===== src/rtl/pst_mon_pkg.sv =====
// Shared types and widths for the convergence monitor.
// State encoding is visible on the state output port.
package pst_mon_pkg;

    localparam int CNT_W = 16;
    localparam int ERR_W = 8;

    typedef enum logic [2:0] {
        IDLE      = 3'd0,
        SETTLE    = 3'd1,
        TRACK     = 3'd2,
        CONVERGED = 3'd3,
        TIMEOUT   = 3'd4
    } state_t;

endpackage


===== src/rtl/convergence_monitor_if.sv =====
// Bundle between the predictive layer / oscillator and the monitor.
// master drives stimulus, slave is the monitor itself.
interface convergence_monitor_if;
    import pst_mon_pkg::*;

    logic             cycle_start;
    logic [ERR_W-1:0] error_in;
    logic             enable;
    logic             restart;
    logic [2:0]       state;
    logic [CNT_W-1:0] cyc_cnt;
    logic             converged;
    logic             conv_valid;
    logic [CNT_W-1:0] conv_cycle;
    logic [ERR_W-1:0] min_err;
    logic [ERR_W-1:0] excursions;

    modport master (
        output cycle_start, error_in, enable, restart,
        input  state, cyc_cnt, converged, conv_valid,
        input  conv_cycle, min_err, excursions
    );

    modport slave (
        input  cycle_start, error_in, enable, restart,
        output state, cyc_cnt, converged, conv_valid,
        output conv_cycle, min_err, excursions
    );

endinterface


===== src/rtl/sat_counter.sv =====
// Up-counter that sticks at all-ones instead of wrapping.
// Clear and reset both return it to zero.
module sat_counter #(
    parameter int W = 8
) (
    input  logic         clk,
    input  logic         rst,
    input  logic         clr,
    input  logic         inc,
    output logic [W-1:0] q
);

    // count up, hold at the ceiling
    always_ff @(posedge clk) begin
        if (rst || clr) begin
            q <= '0;
        end else if (inc && (q != '1)) begin
            q <= q + W'(1);
        end
    end

endmodule


===== src/rtl/convergence_monitor.sv =====
// Watches the per-gamma-cycle prediction error and decides when the
// layer has settled (HOLD good samples in a row) or has run out of time.
module convergence_monitor
    import pst_mon_pkg::*;
#(
    parameter logic [ERR_W-1:0] CONV_TH = 8'd5,
    parameter int               HOLD    = 3,
    parameter int               SKIP    = 2,
    parameter logic [CNT_W-1:0] MAX_CYC = 16'd1000
) (
    input logic                  clk,
    input logic                  rst,
    convergence_monitor_if.slave bus
);

    localparam logic [CNT_W-1:0] HOLD_C = CNT_W'(HOLD);
    localparam logic [CNT_W-1:0] SKIP_C = CNT_W'(SKIP);

    state_t           state_q;
    state_t           state_d;
    logic [CNT_W-1:0] cyc_cnt;
    logic [CNT_W-1:0] cyc_nx;
    logic [CNT_W-1:0] run_q;
    logic [CNT_W-1:0] run_d;
    logic [CNT_W-1:0] run_nx;
    logic [CNT_W-1:0] rs_q;
    logic [CNT_W-1:0] rs_d;
    logic [CNT_W-1:0] cc_q;
    logic [CNT_W-1:0] cc_d;
    logic [ERR_W-1:0] min_q;
    logic [ERR_W-1:0] min_d;
    logic [ERR_W-1:0] exc;
    logic             cyc_inc;
    logic             cyc_clr;
    logic             exc_inc;
    logic             exc_clr;
    logic             vld_d;
    logic             vld_q;
    logic             conv_q;
    logic             arm;
    logic             sample;
    logic             err_ok;
    logic             tracking;

    assign sample = bus.cycle_start;
    assign err_ok = (bus.error_in <= CONV_TH);
    assign cyc_nx = (cyc_cnt == '1) ? cyc_cnt : cyc_cnt + 16'd1;
    assign run_nx = (run_q >= HOLD_C) ? HOLD_C : run_q + 16'd1;

    // SETTLE with nothing left to skip behaves exactly like TRACK
    assign tracking = (state_q == TRACK) ||
                      ((state_q == SETTLE) && (cyc_cnt >= SKIP_C));

    sat_counter #(.W(CNT_W)) u_cyc (
        .clk (clk),
        .rst (rst),
        .clr (cyc_clr),
        .inc (cyc_inc),
        .q   (cyc_cnt)
    );

    sat_counter #(.W(ERR_W)) u_exc (
        .clk (clk),
        .rst (rst),
        .clr (exc_clr),
        .inc (exc_inc),
        .q   (exc)
    );

    // next state plus datapath updates for this clock
    always_comb begin
        state_d = state_q;
        arm     = 1'b0;
        cyc_inc = 1'b0;
        cyc_clr = 1'b0;
        exc_inc = 1'b0;
        exc_clr = 1'b0;
        vld_d   = 1'b0;
        run_d   = run_q;
        rs_d    = rs_q;
        min_d   = min_q;
        cc_d    = cc_q;

        if (!bus.enable) begin
            state_d = IDLE;
        end else if (bus.restart && (state_q != IDLE)) begin
            state_d = SETTLE;
            arm     = 1'b1;
        end else begin
            unique case (state_q)
                IDLE: begin
                    state_d = SETTLE;
                    arm     = 1'b1;
                end
                SETTLE: begin
                    if (tracking) begin
                        state_d = TRACK;
                    end else if (sample) begin
                        cyc_inc = 1'b1;
                        if (cyc_nx >= SKIP_C) begin
                            state_d = TRACK;
                        end
                    end
                end
                TRACK: begin
                end
                CONVERGED: begin
                    exc_inc = sample && !err_ok;
                end
                TIMEOUT: begin
                end
                default: begin
                    state_d = IDLE;
                end
            endcase

            if (tracking && sample) begin
                cyc_inc = 1'b1;
                if (bus.error_in < min_q) begin
                    min_d = bus.error_in;
                end
                if (err_ok) begin
                    run_d = run_nx;
                    if (run_q == '0) begin
                        rs_d = cyc_nx;
                    end
                end else begin
                    run_d = '0;
                end
                // a completed run beats the budget on the same sample
                if (err_ok && (run_nx >= HOLD_C)) begin
                    state_d = CONVERGED;
                    vld_d   = 1'b1;
                    cc_d    = (run_q == '0) ? cyc_nx : rs_q;
                end else if (cyc_nx >= MAX_CYC) begin
                    state_d = TIMEOUT;
                    vld_d   = 1'b1;
                    cc_d    = '0;
                end
            end
        end

        if (arm) begin
            cyc_clr = 1'b1;
            exc_clr = 1'b1;
            run_d   = '0;
            rs_d    = '0;
            min_d   = '1;
            cc_d    = '0;
        end
    end

    // FSM state register
    always_ff @(posedge clk) begin
        if (rst) begin
            state_q <= IDLE;
        end else begin
            state_q <= state_d;
        end
    end

    // registered run tracking and result outputs
    always_ff @(posedge clk) begin
        if (rst) begin
            run_q  <= '0;
            rs_q   <= '0;
            min_q  <= '1;
            cc_q   <= '0;
            vld_q  <= 1'b0;
            conv_q <= 1'b0;
        end else begin
            run_q  <= run_d;
            rs_q   <= rs_d;
            min_q  <= min_d;
            cc_q   <= cc_d;
            vld_q  <= vld_d;
            conv_q <= (state_d == CONVERGED);
        end
    end

    assign bus.state      = state_q;
    assign bus.cyc_cnt    = cyc_cnt;
    assign bus.converged  = conv_q;
    assign bus.conv_valid = vld_q;
    assign bus.conv_cycle = cc_q;
    assign bus.min_err    = min_q;
    assign bus.excursions = exc;

endmodule


===== src/flat_wrapper.sv =====
// flat-port wrapper written by rule: the top's interface ports become plain ports
module convergence_monitor_flat import pst_mon_pkg::*;
#(
    parameter logic [ERR_W-1:0] CONV_TH = 8'd5,
    parameter int               HOLD    = 3,
    parameter int               SKIP    = 2,
    parameter logic [CNT_W-1:0] MAX_CYC = 16'd1000
)
  (clk, rst, bus_cycle_start, bus_error_in, bus_enable, bus_restart, bus_state, bus_cyc_cnt, bus_converged, bus_conv_valid, bus_conv_cycle, bus_min_err, bus_excursions);
  convergence_monitor_if bus_i ();
  input logic clk;
  input logic rst;
  input wire logic [$bits(bus_i.cycle_start)-1:0] bus_cycle_start;
  input wire logic [$bits(bus_i.error_in)-1:0] bus_error_in;
  input wire logic [$bits(bus_i.enable)-1:0] bus_enable;
  input wire logic [$bits(bus_i.restart)-1:0] bus_restart;
  output wire logic [$bits(bus_i.state)-1:0] bus_state;
  output wire logic [$bits(bus_i.cyc_cnt)-1:0] bus_cyc_cnt;
  output wire logic [$bits(bus_i.converged)-1:0] bus_converged;
  output wire logic [$bits(bus_i.conv_valid)-1:0] bus_conv_valid;
  output wire logic [$bits(bus_i.conv_cycle)-1:0] bus_conv_cycle;
  output wire logic [$bits(bus_i.min_err)-1:0] bus_min_err;
  output wire logic [$bits(bus_i.excursions)-1:0] bus_excursions;
  assign bus_i.cycle_start = bus_cycle_start;
  assign bus_i.error_in = bus_error_in;
  assign bus_i.enable = bus_enable;
  assign bus_i.restart = bus_restart;
  assign bus_state = bus_i.state;
  assign bus_cyc_cnt = bus_i.cyc_cnt;
  assign bus_converged = bus_i.converged;
  assign bus_conv_valid = bus_i.conv_valid;
  assign bus_conv_cycle = bus_i.conv_cycle;
  assign bus_min_err = bus_i.min_err;
  assign bus_excursions = bus_i.excursions;
  convergence_monitor #(.CONV_TH(CONV_TH), .HOLD(HOLD), .SKIP(SKIP), .MAX_CYC(MAX_CYC)) u_core (.clk(clk), .rst(rst), .bus(bus_i));
endmodule

===== config.mk =====
export PLATFORM = sky130hd
export DESIGN_NAME = convergence_monitor_flat
export DESIGN_NICKNAME = d
export VERILOG_FILES = /design/src/rtl/pst_mon_pkg.sv /design/src/rtl/convergence_monitor_if.sv /design/src/rtl/sat_counter.sv /design/src/rtl/convergence_monitor.sv /design/src/flat_wrapper.sv
export SDC_FILE = /design/constraint.sdc
export NUM_CORES = 1
export LEC_CHECK = 0
export BUFFER_PORTS_ARGS = -buffer_cell sky130_fd_sc_hd__buf_2
export CORE_UTILIZATION = 40
export CTS_CLUSTER_SIZE = 20
export DETAILED_ROUTE_END_ITERATION = 8
export PLACE_DENSITY = 0.67
export SLEW_MARGIN = 20
export SYNTH_ARGS = -nofsm -noshare
export SYNTH_HDL_FRONTEND = slang
export SYNTH_HIERARCHICAL = 1
export SYNTH_SLANG_ARGS = --single-unit
export TNS_END_PERCENT = 1

===== constraint.sdc =====
create_clock -name clk -period 3.4 [get_ports clk]
set_input_delay 0.17 -clock clk [delete_from_list [all_inputs] [get_ports clk]]
set_output_delay 0.17 -clock clk [all_outputs]
set_load 0.02 [all_outputs]

==> results of run 1 <==
-- layout make-up --
| class | instances | area share |
|---|---|---|
| clock buffers | 10 | 0.04388 |
| clock inverters | 6 | 0.02136 |
| inverters | 19 | 0.01309 |
| multi-input cells | 430 | 0.4912 |
| flip-flops and latches | 85 | 0.3124 |
| well taps | 140 | 0.03216 |
| repair buffers | 84 | 0.08592 |
-- per-stage QoR --
step           total power [W]  setup WS, ns  std cells  cell area, sq um
6_report              0.002225        0.4319        774              5446
5_1_grt               0.002292        0.2453        774              5446
4_1_cts               0.002250        0.4305        774              5446
3_5_place_dp          0.001084        0.4351        758              5091
3_3_place_gp          0.001082        0.5391        758              5091
2_1_floorplan         0.001058        0.3723        565              4589
-- worst max-delay path by stage --
stage	end	slack, ns	cells past startpoint
3_5_place_dp	u_core/bus.state[1]$_SDFF_PP0_	0.44	8
3_3_place_gp	u_core/bus.conv_valid$_SDFF_PP0_	0.54	7
4_1_cts	u_core/bus.state[1]$_SDFF_PP0_	0.43	8
6_report	u_core/bus.state[1]$_SDFF_PP0_	0.43	8
5_1_grt	u_core/bus.converged$_SDFF_PP0_	0.25	7
2_1_floorplan	u_core/bus.conv_cycle[7]$_SDFFE_PP0P_	0.37	10
-- cell usage after synthesis, types with 8 or more instances --
cell type / n / area (sq um)
o21ai_0: 17 / 85.08
nor4_1: 10 / 62.56
nand2_1: 55 / 206.5
dfxtp_1: 85 / 1702
nor3_1: 22 / 110.1
and3_1: 17 / 106.4
o22ai_1: 12 / 75.07
or3_1: 8 / 50.05
nor2_1: 60 / 225.2
o211ai_1: 19 / 142.6
a21oi_1: 35 / 175.2
ha_1: 13 / 162.7
inv_1: 19 / 71.32
mux2i_1: 12 / 120.1
nand3_1: 15 / 75.07
nand4_1: 13 / 81.33
clkbuf_1: 21 / 78.83
a211oi_1: 21 / 157.7
-- placed cells by master (no fill, tap or decap), drive strengths merged, types with 5 or more instances in the layout --
master and n:
o211ai 19, o22ai 12, nor4 12, a211oi 21, nor2 60, o21a 5, and2 5, mux2i 12
nand4 16, nand2 55, nor3 22, o21ai 24, or4 5, or3 11, inv 21, a31oi 5
ha 13, a21oi 35, buf 84, nand3 16, nand2b 5, xnor2 6, and4 8, and3 18
dfxtp 85, clkbuf 10, nor2b 7
-- critical path, cell delays in order, from the launching register on --
cell and delay, ns:
dfxtp_1 0.34, ha_1 0.32, nand4_4 0.21, or3_4 0.44, or4b_1 0.48, o21a_1 0.13
or3_4 0.40, a211o_1 0.31, a211oi_1 0.24
-- flip-flops by register name (all words and copies together) (netlist names) --
name,cells
u_core/bus.converged,1
u_core/bus.state,3
u_core/bus.min_err,8
u_core/u_cyc/q,16
u_core/run_q,16
u_core/bus.conv_cycle,16
u_core/rs_q,16
u_core/u_exc/q,8
u_core/bus.conv_valid,1
-- kinds of logic (layout without fill, tap and decap cells) --
family	count (synthesis)	count (layout)	synth area share
flip-flops	85	85	0.3708
AO/OA/AOI/OAI	146	146	0.2099
AND/OR/NAND/NOR	250	250	0.2936
buffers and inverters	50	119	0.04689
multiplexers	12	12	0.02617
XOR/XNOR	9	9	0.01718
adder cells (fa/ha/maj)	13	13	0.03544
-- per-layer routing --
layer	vias to the layer above	track usage
li1	2225	-
met1	2113	0.2924
met2	172	0.3432
met3	29	0.05140
met4	0	0.07819
met5	-	0
-- power by group --
| group | total [W] | switching (W) | internal [W] |
|---|---|---|---|
| registers | 0.000998 | 0.00000139 | 0.000996 |
| logic | 0.0000643 | 0.0000450 | 0.0000193 |
| clock network | 0.00116 | 0.000418 | 0.000744 |
| total | 0.00222 | 0.000465 | 0.00176 |
==> run summary, run 1 <==
status: finished, final reports clean
Hold WS: 0.1123 ns
Pleak: 2.236 nW
Post-Synthesis Net Count: 591
Peak VDD IR: 0.2510 mV
Vias per Instance: 5.864
WS Path Type: flip-flop to flip-flop
layout cells sized above 1: 0.1877
min cycle time layout: 2.968 ns
Post-Synthesis Cell Area: 4589 sq um
Die Y: 109.1 um
Die X: 109.1 um
Final Net Count: 655
Initial Utilization: 0.4161
Slew Viols, Final: 0
Worst Setup SP: u_core/u_cyc/q[0]$_SDFFE_PP0P_
Reg2Reg Depth: 8
Detailed Place HPWL: 8862 um
sequential area share after synthesis: 0.3708
WP data arrival: 3.22 ns
HP Class: input pin to flip-flop
largest net degree at the start of global routing: 39
Ports: 66
cts bufs inserted: 9
Yosys reg bits: 85
die area: 11910 sq um
Mapped Cells: 565
clock skew: 0.01032 ns
Reg clk slew, reported paths: 0.06 ns
M1 wire length: 5715 um
unrepaired setup endpoints after global routing: false
Slew @ Worst Pin: 0.7898 ns
Root Driver: clkbuf_16
grt ovf: 0
HP Start: bus_error_in[0]
mean post-synth cell area: 8.123 sq um
slew margin rel.: 0.4735
EDFF count, synth: 0
Core Area: 11030 sq um
# rows: 38
area grow syn2layout: 18.67%
reg-to-reg slack, setup: 0.43 ns
Yosys Warn Count: 6
routed wl met3: 807 um
Achievable Freq: 336.9 MHz
Pwr per Cell Area: 408.4 nW/um^2
Reg-to-Reg Start: u_core/u_cyc/q[0]$_SDFFE_PP0P_
vias in the first global route: 4040
initial antenna violation count: 0
n_diodes: 0
via count: 4539
GPL Wtd Cong: 0.9286
max_cap viols: 0
Most used DFF post-synth: dfxtp_1
CTS Sinks: 85
CTS resizes: 0
gr usage total: 0.2192
Routed WL: 12340 um
IO Port Bufs: 65
filler instances: 1094
Highest Signal Layer: met4
Multi-input gate area: 2675 sq um
final total negative setup slack: 0 ns
post-CTS setup buffer count: 0
DRT iter0 DRCs: 313
first-pass GRT wire length: 20230 um
met2 WL: 5513 um
Final Util: 0.4938
FF+latch area: 1702 sq um
WP data required: 3.66 ns
Avg WL per Cell: 15.94 um
deepest clock path buffer count: 2
drt first pass iters: 5
Worst-Skew Late Latency: 0.35 ns
WHS Endpoint: u_core/bus.min_err[0]$_SDFFE_PP1P_
CTS tree: yes
Post-CTS Hold Fix Bufs: 0
Final period util: 0.8730
Crit. End Element: flip-flop
asr flop ratio synth: 0
CTS H-Tree Depth: 3
Antenna Nets Post-Route: 0
Remaining DRCs: 0
Fin. Hold Viols: 0
final setup vio count: 0
CP Launch Type: flip-flop
crit-path max FO: 10
Hold Crit Depth: 3
worst reg2reg endpoint: u_core/bus.state[1]$_SDFF_PP0_
post-synthesis cell type count: 65
Note: power is estimated with default switching activity, not from simulation.
==> run 2: changes to the inputs <==
Settings changed: GPL_TIMING_DRIVEN set to 0.
==> run summary, run 2 (synthesis results as in run 1) <==
status: finished, final reports clean (unchanged)
max_cap viols: 0 (unchanged)
Avg WL per Cell: 16.18 um (was 15.94 um)
WP data arrival: 3.42 ns (was 3.22 ns)
CTS H-Tree Depth: 3 (unchanged)
Peak VDD IR: 0.3331 mV (was 0.2510 mV)
Die X: 109.1 um (unchanged)
Finished Layout Cells: 787 (was 774)
IO Port Bufs: 65 (unchanged)
via count: 4602 (was 4539)
drt first pass iters: 5 (unchanged)
Achievable Freq: 316.8 MHz (was 336.9 MHz)
layout cells sized above 1: 0.1747 (was 0.1877)
Slew Viols, Final: 0 (unchanged)
Final Util: 0.4918 (was 0.4938)
n_diodes: 0 (unchanged)
Core Area: 11030 sq um (unchanged)
final setup vio count: 0 (unchanged)
Tot Pwr: 0.002080 W (was 0.002225 W)
Post-CTS Hold Fix Bufs: 0 (unchanged)
commonest cells after routing, fill and taps aside: dfxtp_1, buf_2, nor2_1, nand2_1, a21oi_1 (unchanged)
grt ovf: 0 (unchanged)
# placed instances: 770 (was 758)
gr usage total: 0.2252 (was 0.2192)
GPL Wtd Cong: 0.9053 (was 0.9286)
HP Class: input pin to flip-flop (unchanged)
Antenna Nets Post-Route: 0 (unchanged)
Pleak: 2.211 nW (was 2.236 nW)
slew margin rel.: 0.5615 (was 0.4735)
Pwr per Cell Area: 383.4 nW/um^2 (was 408.4 nW/um^2)
clock skew: 0.006600 ns (was 0.01032 ns)
Final Net Count: 668 (was 655)
Reg clk slew, reported paths: 0.06 ns (about the same)
Crit. End Element: flip-flop (unchanged)
vias in the first global route: 4313 (was 4040)
Cell Chain, Critical Path: ha_1 > buf_4 > nand4_4 > or3_4 > or4b_1 > o21a_1 > or3_4 > o21a_2 > buf_6 > o22ai_1 (was ha_1 > nand4_4 > or3_4 > or4b_1 > o21a_1 > or3_4 > a211o_1 > a211oi_1)
Hold WS: 0.1113 ns (was 0.1123 ns)
most common cell after layout, fill and taps aside: dfxtp_1 (unchanged)
Ports: 66 (unchanged)
WS Path Type: flip-flop to flip-flop (unchanged)
Remaining DRCs: 0 (unchanged)
Final period util: 0.9283 (was 0.8730)
Fin. Hold Viols: 0 (unchanged)
Routed WL: 12730 um (was 12340 um)
deepest clock path buffer count: 2 (unchanged)
final total negative setup slack: 0 ns (unchanged)
Root Driver: clkbuf_16 (unchanged)
CP max-delay cell: or4b_1 (unchanged)
Vias per Instance: 5.848 (was 5.864)
CTS Sinks: 85 (unchanged)
cts bufs inserted: 9 (unchanged)
# rows: 38 (unchanged)
WP data required: 3.66 ns (about the same)
die area: 11910 sq um (unchanged)
DRT iter0 DRCs: 322 (was 313)
unrepaired setup endpoints after global routing: false (unchanged)
Initial Utilization: 0.4161 (unchanged)
Worst-Skew Late Latency: 0.34 ns (was 0.35 ns)
CP max stage delay: 0.48 ns (about the same)
largest net degree at the start of global routing: 16 (was 39)
min cycle time layout: 3.156 ns (was 2.968 ns)
CTS tree: yes (unchanged)
first-pass GRT wire length: 20960 um (was 20230 um)
CP Launch Type: flip-flop (unchanged)
Die Y: 109.1 um (unchanged)
area grow syn2layout: 18.21% (was 18.67%)
Slew @ Worst Pin: 0.6527 ns (was 0.7898 ns)
initial antenna violation count: 1 (was 0)
Detailed Place HPWL: 9260 um (was 8862 um)
crit-path max FO: 11 (was 10)
CP dominant cell by count: or3_4 (unchanged)
==> run 2: cell type report <==
class	count	area, sq um
fillers	1081	5605
multi-input cells	430	2689
flip-flops and latches	85	1705
repair buffers	66	332.8
clock buffers	10	239.0
well taps	140	175.2
plain buffers	31	143.9
inverters	19	71.32
clock inverters	6	68.82
==> run 2: path summary, 6_finish.rpt <==
check / start / end / slack [ns] / cells after the start
min: bus_error_in[0] / u_core/bus.min_err[0]$_SDFFE_PP1P_ / 0.11 / 3
max: u_core/u_cyc/q[1]$_SDFFE_PP0P_ / u_core/bus.conv_cycle[7]$_SDFFE_PP0P_ / 0.24 / 10
max reg2reg: u_core/u_cyc/q[1]$_SDFFE_PP0P_ / u_core/bus.conv_cycle[7]$_SDFFE_PP0P_ / 0.24 / 10
min reg2reg: u_core/run_q[2]$_SDFFE_PP0P_ / u_core/run_q[2]$_SDFFE_PP0P_ / 0.45 / 2
==> run 2: timing repair <==
item	in CTS	in global routing
hold endpoints to repair	0	0
endpoints found under the setup margin	0	12
setup buffers	0	1
resized for setup	0	5
==> run 2: power breakdown <==
| group | internal, W | switching [W] |
|---|---|---|
| logic | 0.0000199 | 0.0000464 |
| clock network | 0.000594 | 0.000422 |
| registers | 0.000996 | 0.00000164 |
| total | 0.00161 | 0.000470 |
==> run 2: stage by stage <==
stage	setup WS, ns	instance area [sq um]
floorplan	0.3723	4589
global placement	0.1003	5090
detailed placement	0.1430	5090
CTS	0.1133	5398
global route	0.06278	5425
finish	0.2437	5425
==> run 2: routing by layer <==
layer / GRT usage / up-vias / share of wire
li1: - / 2248 / -
met1: 0.2942 / 2166 / 0.46
met2: 0.3666 / 155 / 0.46
met3: 0.04961 / 31 / 0.055
met4: 0.07239 / 2 / 0.019
met5: 0 / - / 0.0010
==> run 2: worst max-delay path: cells and delay by family (launching register included) <==
family	cells	cell delay (ns)
flops	1	0.45
simple gates	4	1.55
compound gates	3	0.58
buf+inv	2	0.32
fa+ha+maj	1	0.18
==> run 3: changes to the inputs <==
Settings changed: CTS_BUF_LIST set to sky130_fd_sc_hd__clkbuf_16.
Clock period 3.4 ns to 3.8 ns, I/O delays scaled along.
==> run summary, run 3 (synthesis results as in run 1) <==
Initial Utilization: 0.4161 (unchanged)
reg-to-reg slack, setup: 0.49 ns (was 0.24 ns)
Crit. End Element: flip-flop (unchanged)
initial antenna violation count: 1 (unchanged)
DP Area: 5090 sq um (unchanged)
layout cells sized above 1: 0.1656 (was 0.1747)
Remaining DRCs: 0 (unchanged)
# rows: 38 (unchanged)
CP Launch Type: flip-flop (unchanged)
Vias per Instance: 5.779 (was 5.848)
clock power share: 0.482 (was 0.488)
n_diodes: 0 (unchanged)
Routed WL: 12760 um (was 12730 um)
commonest cells after routing, fill and taps aside: dfxtp_1, buf_2, nor2_1, nand2_1, a21oi_1 (unchanged)
max_cap viols: 0 (unchanged)
Pwr per Cell Area: 341.4 nW/um^2 (was 383.4 nW/um^2)
Root Driver: clkbuf_16 (unchanged)
Tot Pwr: 0.001839 W (was 0.002080 W)
Core Area: 11030 sq um (unchanged)
via count: 4542 (was 4602)
CTS resizes: 0 (unchanged)
Final period util: 0.8722 (was 0.9283)
filler instances: 1082 (was 1081)
deepest clock path buffer count: 2 (unchanged)
clock skew: 0.006322 ns (was 0.006600 ns)
Comb power frac: 0.032 (about the same)
Slew Viols, Final: 0 (unchanged)
sw power: 0.0004186 W (was 0.0004696 W)
IO Port Bufs: 65 (unchanged)
post-CTS setup buffer count: 0 (unchanged)
FF+latch area: 1702 sq um (was 1705 sq um)
cts bufs inserted: 9 (unchanged)
grt ovf: 0 (unchanged)
CTS Sinks: 85 (unchanged)
slew margin rel.: 0.4585 (was 0.5615)
HP Class: input pin to flip-flop (unchanged)
Peak VDD IR: 0.2972 mV (was 0.3331 mV)
Post-CTS Hold Fix Bufs: 0 (unchanged)
Reg clk slew, reported paths: 0.06 ns (about the same)
largest net degree at the start of global routing: 16 (unchanged)
Achievable Freq: 301.7 MHz (was 316.8 MHz)
Pint: 0.001421 W (was 0.001611 W)
CTS H-Tree Depth: 3 (unchanged)
Ports: 66 (unchanged)
min cycle time layout: 3.314 ns (was 3.156 ns)
vias in the first global route: 4313 (unchanged)
Pleak: 2.181 nW (was 2.211 nW)
Fin. Hold Viols: 0 (unchanged)
final total negative setup slack: 0 ns (unchanged)
WS Path Type: flip-flop to flip-flop (unchanged)
DRT iter0 DRCs: 293 (was 322)
die area: 11910 sq um (unchanged)
Final WS setup: 0.4857 ns (was 0.2437 ns)
Avg WL per Cell: 16.23 um (was 16.18 um)
crit-path max FO: 11 (unchanged)
Hold WS: 0.1293 ns (was 0.1113 ns)
drt first pass iters: 5 (unchanged)
CTS tree: yes (unchanged)
status: finished, final reports clean (unchanged)
Slew @ Worst Pin: 0.8056 ns (was 0.6527 ns)
switching share of power: 0.2276 (was 0.2258)
Die Y: 109.1 um (unchanged)
WP data required: 4.06 ns (was 3.66 ns)
final setup vio count: 0 (unchanged)
Antenna Nets Post-Route: 0 (unchanged)
area grow syn2layout: 17.39% (was 18.21%)
WP data arrival: 3.58 ns (was 3.42 ns)
Setup WS pre-CTS: 0.5430 ns (was 0.1430 ns)
first-pass GRT wire length: 20960 um (unchanged)
gr usage total: 0.2252 (unchanged)
Worst-Skew Late Latency: 0.34 ns (about the same)
Die X: 109.1 um (unchanged)
Detailed Place HPWL: 9260 um (unchanged)
GPL Wtd Cong: 0.9053 (unchanged)
unrepaired setup endpoints after global routing: false (unchanged)
Multi-input gate area: 2673 sq um (was 2689 sq um)
Final Net Count: 667 (was 668)
sequential share of power: 0.485 (was 0.480)
final instance area: 5388 sq um (was 5425 sq um)
most common cell after layout, fill and taps aside: dfxtp_1 (unchanged)
-- run 3: changes by cell type in the layout (fill, tap and decap cells not counted) --
cell	delta
nor4_4	-1
nor4_2	+1
o32ai_1	+1
o32ai_2	-1
dfxtp_1	+3
buf_4	-1
clkbuf_8	-1
clkinv_1	+1
dfxtp_2	-3
-- run 3: layout make-up --
| cell class | instances | area share |
|---|---|---|
| Sequential cell | 85 | 0.3158 |
| Multi-Input combinational cell | 430 | 0.4961 |
| Clock buffer | 9 | 0.04180 |
| Clock inverter | 7 | 0.01347 |
| Tap cell | 140 | 0.03251 |
| Timing Repair Buffer | 65 | 0.06038 |
| Inverter | 19 | 0.01324 |
| Buffer | 31 | 0.02671 |
-- run 3: power by group through the flow --
| stage | combinational [W] | sequential [W] | clock, W |
|---|---|---|---|
| after floorplan | 0.0000329 | 0.000914 | 0 |
| after global placement | 0.0000575 | 0.000913 | 0 |
| after detailed placement | 0.0000585 | 0.000913 | 0 |
| after CTS | 0.0000590 | 0.000893 | 0.000907 |
| after global routing | 0.0000657 | 0.000892 | 0.000951 |
| final | 0.0000591 | 0.000893 | 0.000887 |
-- run 3: metrics by stage --
step	util	std cells
2_1_floorplan	-	565
3_3_place_gp	0.4614	770
3_5_place_dp	0.4614	770
4_1_cts	0.4884	786
5_1_grt	0.4884	786
6_report	0.4884	786
-- run 3: path summary, 6_finish.rpt --
check / from / endpoint / cells after the start
worst max-delay path: u_core/u_cyc/q[1]$_SDFFE_PP0P_ / u_core/bus.conv_cycle[7]$_SDFFE_PP0P_ / 10
worst max register to register: u_core/u_cyc/q[1]$_SDFFE_PP0P_ / u_core/bus.conv_cycle[7]$_SDFFE_PP0P_ / 10
worst min-delay path: bus_error_in[0] / u_core/bus.min_err[0]$_SDFFE_PP1P_ / 3
worst min register to register: u_core/run_q[2]$_SDFFE_PP0P_ / u_core/run_q[2]$_SDFFE_PP0P_ / 2
-- run 3: worst max-delay path, cell delays in order (launching register included) --
cell and delay, ns:
dfxtp_1 0.57, ha_1 0.22, buf_4 0.15, nand4_4 0.20, or3_4 0.45, or4b_1 0.48
o21a_1 0.14, or3_4 0.41, o21a_2 0.28, buf_6 0.17, o22ai_1 0.16
-- run 3: routing by layer --
layer	wire, um	vias up	share of wire	track usage
li1	-	2250	-	-
met1	5946	2149	0.47	0.2942
met2	5979	118	0.47	0.3666
met3	588	23	0.046	0.04961
met4	227	2	0.018	0.07239
met5	13	-	0.0010	0
